[config.mk]
export PLATFORM = sky130hd
export DESIGN_NAME = mem_access_unit
export DESIGN_NICKNAME = d
export VERILOG_FILES = /design/src/rtl/mem_access_unit.sv
export SDC_FILE = /design/constraint.sdc
export NUM_CORES = 1
export LEC_CHECK = 0
export CORE_ASPECT_RATIO = 1.2
export CORE_UTILIZATION = 40
export DETAILED_ROUTE_END_ITERATION = 16
export PLACE_DENSITY = 0.74
export SETUP_SLACK_MARGIN = 0.3
export SLEW_MARGIN = 5
export SYNTH_ARGS = -nofsm -noshare
export SYNTH_HDL_FRONTEND = slang
export SYNTH_SLANG_ARGS = --single-unit
[constraint.sdc]
create_clock -name clk_i -period 5.43 [get_ports clk_i]
set_input_delay 1.086 -clock clk_i [delete_from_list [all_inputs] [get_ports clk_i]]
set_output_delay 1.086 -clock clk_i [all_outputs]
set_load 0.02 [all_outputs]
[src/rtl/mem_access_unit.sv]
// Load/store unit for the Memory stage. A request is checked for alignment and
// then issued as a single registered bus transaction held until bus_ack_i. The
// pipeline is stalled while a transaction is outstanding. Load data is lane-shifted
// and sign/zero-extended. Misaligned requests and bus timeouts raise one-cycle
// exceptions.
//
// Ports:
//   clk_i, rst_ni                  clock, asynchronous active-low reset
//   req_valid_i, req_we_i          request strobe, 1 = store
//   req_width_i                    0 byte, 1 half, 2 word, 3 dword
//   req_signed_i                   sign-extend load result
//   req_addr_i, req_wdata_i        byte address, right-aligned store data
//   req_ready_o, stall_o           idle / freeze pipeline
//   resp_valid_o, resp_rdata_o     completion pulse and extended load data
//   exc_valid_o, exc_code_o        exception pulse; 1 ld misalign, 2 st misalign, 3 timeout
//   bus_req_o .. bus_wdata_o       registered bus request
//   bus_ack_i, bus_rdata_i         bus completion and full-width read data
module mem_access_unit #(
  parameter int unsigned DW      = 32,
  parameter int unsigned AW      = 32,
  parameter int unsigned TIMEOUT = 16
) (
  input  logic            clk_i,
  input  logic            rst_ni,
  input  logic            req_valid_i,
  input  logic            req_we_i,
  input  logic [1:0]      req_width_i,
  input  logic            req_signed_i,
  input  logic [AW-1:0]   req_addr_i,
  input  logic [DW-1:0]   req_wdata_i,
  output logic            req_ready_o,
  output logic            stall_o,
  output logic            resp_valid_o,
  output logic [DW-1:0]   resp_rdata_o,
  output logic            exc_valid_o,
  output logic [1:0]      exc_code_o,
  output logic            bus_req_o,
  output logic            bus_we_o,
  output logic [AW-1:0]   bus_addr_o,
  output logic [DW/8-1:0] bus_byteen_o,
  output logic [DW-1:0]   bus_wdata_o,
  input  logic            bus_ack_i,
  input  logic [DW-1:0]   bus_rdata_i
);

  localparam int unsigned NB   = DW / 8;
  localparam int unsigned OffW = $clog2(NB);
  localparam int unsigned IdxW = $clog2(DW);
  localparam int unsigned CntW = (TIMEOUT > 1) ? $clog2(TIMEOUT) : 1;
  localparam logic [CntW-1:0] CntLast = CntW'((TIMEOUT == 0) ? 0 : TIMEOUT - 1);
  localparam bit TimeoutEn = (TIMEOUT != 0);

  typedef enum logic [0:0] {StIdle, StWait} state_e;

  state_e          state_q;
  logic            bus_req_q, bus_we_q;
  logic [AW-1:0]   bus_addr_q;
  logic [NB-1:0]   bus_byteen_q;
  logic [DW-1:0]   bus_wdata_q;
  logic [OffW-1:0] off_q;
  logic [1:0]      width_q;
  logic            signed_q;
  logic [CntW-1:0] cnt_q;
  logic            resp_valid_q, exc_valid_q;
  logic [DW-1:0]   resp_rdata_q;
  logic [1:0]      exc_code_q;

  // Request decode
  logic [OffW-1:0] req_off, align_mask;
  logic [4:0]      size_bytes;
  logic            req_illegal;
  logic [NB-1:0]   byteen_d;
  logic [DW-1:0]   wdata_d;

  always_comb begin
    req_off     = req_addr_i[OffW-1:0];
    size_bytes  = 5'd1 << req_width_i;
    // Width 3 truncates to an all-ones mask here; on DW=32 it is rejected below anyway.
    align_mask  = OffW'(size_bytes - 5'd1);
    req_illegal = (|(req_off & align_mask)) || ((req_width_i == 2'd3) && (DW == 32));
    for (int i = 0; i < NB; i++) begin
      byteen_d[i] = (5'(i) >= 5'(req_off)) && (5'(i) < 5'(req_off) + size_bytes);
    end
    wdata_d = req_wdata_i << {req_off, 3'b000};
  end

  // Load extraction: bits above the access's top bit copy it (signed) or are zero.
  logic [DW-1:0]   rd_shifted, load_data;
  logic [IdxW-1:0] top_bit;

  always_comb begin
    rd_shifted = bus_rdata_i >> {off_q, 3'b000};
    top_bit    = IdxW'((7'd8 << width_q) - 7'd1);
    for (int i = 0; i < DW; i++) begin
      load_data[i] = (IdxW'(i) <= top_bit) ? rd_shifted[i] : (signed_q & rd_shifted[top_bit]);
    end
  end

  always_ff @(posedge clk_i or negedge rst_ni) begin
    if (!rst_ni) begin
      state_q      <= StIdle;
      bus_req_q    <= 1'b0;
      bus_we_q     <= 1'b0;
      bus_addr_q   <= '0;
      bus_byteen_q <= '0;
      bus_wdata_q  <= '0;
      off_q        <= '0;
      width_q      <= '0;
      signed_q     <= 1'b0;
      cnt_q        <= '0;
      resp_valid_q <= 1'b0;
      resp_rdata_q <= '0;
      exc_valid_q  <= 1'b0;
      exc_code_q   <= '0;
    end else begin
      resp_valid_q <= 1'b0;
      exc_valid_q  <= 1'b0;
      unique case (state_q)
        StIdle: begin
          if (req_valid_i) begin
            if (req_illegal) begin
              exc_valid_q <= 1'b1;
              exc_code_q  <= req_we_i ? 2'd2 : 2'd1;
            end else begin
              bus_req_q    <= 1'b1;
              bus_we_q     <= req_we_i;
              bus_addr_q   <= {req_addr_i[AW-1:OffW], {OffW{1'b0}}};
              bus_byteen_q <= byteen_d;
              bus_wdata_q  <= wdata_d;
              off_q        <= req_off;
              width_q      <= req_width_i;
              signed_q     <= req_signed_i;
              cnt_q        <= '0;
              state_q      <= StWait;
            end
          end
        end
        StWait: begin
          // Ack has priority over a timeout expiring in the same cycle.
          if (bus_ack_i) begin
            resp_valid_q <= 1'b1;
            resp_rdata_q <= bus_we_q ? '0 : load_data;
            bus_req_q    <= 1'b0;
            state_q      <= StIdle;
          end else if (TimeoutEn && (cnt_q == CntLast)) begin
            bus_req_q   <= 1'b0;
            exc_valid_q <= 1'b1;
            exc_code_q  <= 2'd3;
            state_q     <= StIdle;
          end else begin
            cnt_q <= cnt_q + 1'b1;
          end
        end
        default: state_q <= StIdle;
      endcase
    end
  end

  assign req_ready_o  = (state_q == StIdle);
  // Requests are only ever presented while idle or already stalled, so any
  // req_valid_i is either being accepted or waiting on the current transaction.
  assign stall_o      = req_valid_i || (state_q == StWait);
  assign resp_valid_o = resp_valid_q;
  assign resp_rdata_o = resp_rdata_q;
  assign exc_valid_o  = exc_valid_q;
  assign exc_code_o   = exc_code_q;
  assign bus_req_o    = bus_req_q;
  assign bus_we_o     = bus_we_q;
  assign bus_addr_o   = bus_addr_q;
  assign bus_byteen_o = bus_byteen_q;
  assign bus_wdata_o  = bus_wdata_q;

endmodule
## After elaboration in Yosys (flattened, before gate mapping)

Cells that the tools add are included.

- Register bits: 114
- Input port bits: 104
- Output and inout port bits: 108
- Word-level logic and storage cells: 149

- Add/subtract/negate cells: 4
- Magnitude comparators: 40
- Equality and inequality tests: 9
- Shift operators: 4
- Mux-type cells: 63
- Bitwise logic cells: 4
- Reductions and logical operators: 11

Operators with widths:

| kind | number |
|---|---|
| $le A5 B5 Y1 const A | 16 |
| $mux W1 | 47 |
| $le A4 B5 Y1 const A | 8 |
| $mux W32 | 1 |
| $shl A32 B5 Y32 | 1 |
| $shr A32 B5 Y32 | 1 |
| $le A3 B5 Y1 const A | 4 |
| $mux W4 | 4 |
| $le A1 B5 Y1 const A | 2 |
| $le A2 B5 Y1 const A | 2 |
| $lt A1 B5 Y1 const A | 2 |
| $lt A2 B5 Y1 const A | 2 |
| $mux W2 | 5 |
| $ne A2 B2 Y1 const B | 4 |
| $pmux W4 S2 | 1 |
| $reduce_and A4 Y1 | 2 |
| $lt A5 B6 Y1 const B | 1 |
| $pmux W1 S2 | 3 |
| $reduce_and A3 Y1 | 2 |
| $add A2 B5 Y5 | 1 |
| $bmux W1 S5 | 1 |
| $shl A1 B2 Y5 const A | 1 |
| $shl A4 B2 Y5 const A | 1 |
| $sub A5 B1 Y5 const B | 1 |
| 16 further kinds | 22 |

## Longest topological paths before layout

- Depth after elaboration: 8
- Depth in mapped cells: 8
- Depth with buffers taken out: 8

## Worst setup path before layout

OpenSTA, ideal clock, no wires.

- Kind: input to register
- Start point: in req_width_i[0]
- End point: reg bus_byteen_q[0], in the netlist bus_byteen_o[0]
- Library setup time: 118 ps
- Data arrival time: 2,520 ps
- Required time: 5,312 ps
- Setup slack: 2,792 ps
- Stages on the path: 8
- Buffers on the path: 3
- Path through: or2_2 ha_1 or3_1 clkbuf_1 buf_2 buf_1 nand2_1 nand2_1

- Cells in the longest elaborated chain, start to end: 7
- Elaborated cells between the ends (all ways): 11
- Classes of those cells: add/sub (2); order compare (1); eq/ne (1); shift (1); bitwise (2); reduce/logical (4)

Ends and longest elaborated chain:

| element | RTL line | RTL |
|---|---|---|
| start, declared | 27 | `input logic [1:0] req_width_i,` |
| parallel branches: the longest is 7 deep, another holds $add A2 B5 Y5 | n/a |  |
| end signal, assigned | 128 | `bus_byteen_q <= byteen_d;` |
| end, declared | 58 | `logic [NB-1:0] bus_byteen_q;` |

Several ways; the timed one is not identified.
A chain may end at the register's enable or synchronous reset.

## Final worst setup path

- Start point: in req_valid_i
- End point: out stall_o

- Cells in the longest elaborated chain, start to end: 1

Ends and longest elaborated chain:

| element | RTL line | RTL |
|---|---|---|
| start, declared | 25 | `input logic req_valid_i,` |
| $logic_or A1 B1 Y1 | 162 | `assign stall_o = req_valid_i \|\| (state_q == StWait);` |
| end, declared | 32 | `output logic stall_o,` |

Every way passes these cells.

==> metrics.md <==
| Metric | Value |
|---|---|
| Post-DR wirelength/cell | `17.39 µm` |
| Final-stage net count | `873` |
| Worst Tran Pin Value | `approximately 1.1 ns` |
| Port Buf Inserts | `209` |
| Max frequency | `289.0 MHz` |
| Maximum VDD drop | `0.2626 mV` |
| DRT Pass-1 Iters | `5` |
| Die area | `14,230 µm²` |
| DRC Markers | `0` |
| WP data required | `4.34 ns` |
| CTS tree | `yes` |
| Initial core utilization | `41.37%` |
| Synth area leader | `dfrtp_1` |
| FP Rows | `46` |
| RSZ-0062 raised after global routing | `false` |
| Synth Cell Area | `5500 µm²` |
| CTS H-Tree Depth | `4` |
| Die height | `around 130 µm` |
| Placer congestion estimate | `0.9653` |
| CP endpoint kind | `output pin` |
| GRT overflow | `0` |
| Clock sinks | `114` |
| Final hold vios | `0` |
| Num CTS Buffers | `17` |
| Outcome | `finished clean` |
| Post-DP Area | `7679 µm²` |
| Routed Antenna Nets | `0` |
| CTS Hold Buffers Added | `0` |
| Syn-to-layout area delta | `50.27%` |
| Crit Path Max Fanout | `3` |
| CP Launch Type | `input port` |
| Max Clock Skew | `0.007753 ns` |
| Setup bufs post-CTS | `0` |
| Cts repair resizes | `0` |
| Number of diodes | `0` |
| Leak Pwr | `3.740 nW` |
| Die X | `109.0 µm` |
| Synth top area share | `between 50 and 60%` |
| Gr usage total | `23.86%` |
| Dpl ws | `1.661 ns` |
| Crit path DAT | `2.37 ns` |
| Layout cells sized above 1 | `8.903%` |
| Critical path type | `input port to output pin` |
| Ys async rst share | `100.0%` |
| Final max-slew violation count | `0` |
| Clk buf depth | `2` |
| Top Ports | `212` |
| Commonest non-fill, non-tap cell in the layout | `clkdlybuf4s50_1` |
| Final setup fails | `0` |
| Slew HR | `24.86%` |
| Post-Layout Inst Area | `8265 µm²` |
| Part of the Yosys area used for sequential elements | `just over 50%` |
| Via Count | `between 5,000 and 6,000` |
| Most frequent cells in the layout | `clkdlybuf4s50_1, nand2_1, dfrtp_1` |
| Final Routed Wirelength | `16.40 mm` |
| Clk root buf | `clkbuf_16` |
| Min-delay worst type | `flip-flop to flip-flop` |
| Initial drt markers | `roughly 230` |
| Largest net degree at the start of global routing | `between 70 and 80` |
| FF+latch count, synth | `114` |
| Antenna violations before repair | `0` |
| Mapped Cells | `between 500 and 600` |
| Utilization after layout | `62.17%` |
| PD cells | `between 400 and 500 nW/µm²` |
| Core footprint | `about 13,000 µm²` |
| Yosys warning total | `0` |
| HPWL Detailed | `11.92 mm` |
| Ys flop type | `dfrtp_1` |
| Top cells by area, synth | `dfrtp_1, nand2_1, mux2i_1` |
| Final period utilization | `63.73%` |
| Via-to-Cell Ratio | `about 5.3` |
| Post-synth EDFFs | `0` |
| Min Tclk post-route | `~3.5 ns` |
| Vias in the first global route | `between 5,000 and 6,000` |
| Global-route wire length before repair | `25.64 mm` |
| Clk slew on worst S/H paths | `approximately 0.060 ns` |
| Final TNS setup | `0 ns` |
| CP Launch Point | `req_valid_i` |
| Avg Synthesized Cell Area | `9.735 µm²` |
| Number of distinct library cells after synthesis | `50` |
| Latest clock arrival within the worst-skew pair | `~0.41 ns` |
| Setup slack after layout | `1.970 ns` |
| RR Startpoint | `width_q[1]` |
| Max Cap Viol | `0` |
| Hold_sp | `bus_wdata_o[4]` |
| Worst hold margin | `0.4646 ns` |
==> Yosys cell counts (2+ instances only) <==
| cell | instances |
|---|---|
| nand2_1 | 161 |
| dfrtp_1 | 114 |
| mux2i_1 | 32 |
| o21ai_0 | 30 |
| a21oi_1 | 25 |
| nand3_1 | 20 |
| mux2_2 | 16 |
| a22o_1 | 15 |
| clkbuf_1 | 14 |
| nor2_1 | 14 |
| buf_2 | 12 |
| nor2b_1 | 11 |
| buf_1 | 9 |
| o31ai_1 | 9 |
| a211oi_1 | 8 |
| a221o_1 | 8 |
| a22oi_1 | 7 |
| inv_1 | 7 |
| ha_1 | 6 |
| and3_1 | 4 |
| nand2b_1 | 4 |
| buf_4 | 3 |
| nor3_1 | 3 |
| buf_6 | 2 |
| nand4_1 | 2 |
| o2111ai_1 | 2 |
| o21a_1 | 2 |
| o22ai_1 | 2 |
| or2_2 | 2 |
==> worst paths after layout <==
check	endpoint	slack (ns)	depth (start not counted)
max in group asynchronous	bus_wdata_o[5]	3.51	2
min in group asynchronous	resp_rdata_o[16]	0.83	1
worst min-delay path	bus_wdata_o[4]	0.46	2
worst max-delay path	stall_o	1.97	3
worst min register to register	bus_wdata_o[4]	0.46	2
worst max register to register	resp_rdata_o[26]	3.12	7
==> worst max-delay path, stage by stage <==
cell             delay, ns
clkdlybuf4s50_1       0.45
or2_2                 0.28
clkdlybuf4s50_1       0.55
==> registers in the layout, summed over array words and instances (netlist names) <==
name,count
exc_valid_o,1
resp_valid_o,1
state_q,1
signed_q,1
width_q,2
bus_we_o,1
off_q,2
bus_byteen_o,4
bus_wdata_o,32
bus_addr_o,30
resp_rdata_o,32
cnt_q,4
bus_req_o,1
exc_code_o,2
==> layout make-up <==
class                      count  area [µm²]
tap                          168       210.2
sequential                   114        2853
inverter                       7       26.28
timing repair buffer         217        2150
fill                        1102        5030
clock buffer                  17       425.4
clock inverter                15       161.4
multi-input combinational    405        2440
==> layer usage <==
metal,global-route usage [%],vias to the layer above,wire length [µm]
li1,-,2358,-
met1,27.03,2415,6413
met2,41.84,220,8236
met3,6.597,35,1263
met4,10.41,0,482
met5,0,-,0
==> through the flow <==
stage               std cells  total power, mW
detailed placement        911            2.586
global placement          911            2.554
global route              943            3.856
CTS                       943            3.697
finish                    943            3.663
floorplan                 566            1.912
==> cells by family (layout without fill, tap and decap cells) <==
group                    Yosys count  count (layout)  synth area share [%]
buffers and inverters             47             256                 3.958
AO/OA/AOI/OAI                    114             114                 13.99
other                              1               2               0.06818
adder cells (fa/ha/maj)            7               7                 1.729
flip-flops                       114             114                 51.87
AND/OR/NAND/NOR                  231             231                 18.52
XOR/XNOR                           1               1                0.1593
multiplexers                      50              50                 9.713
==> power by group <==
group	internal, mW	switching (mW)
Sequential	1.08	0.159
Combinational	0.657	0.674
Clock	0.677	0.414
Total	2.42	1.25
(Power assumes the default switching activity.)
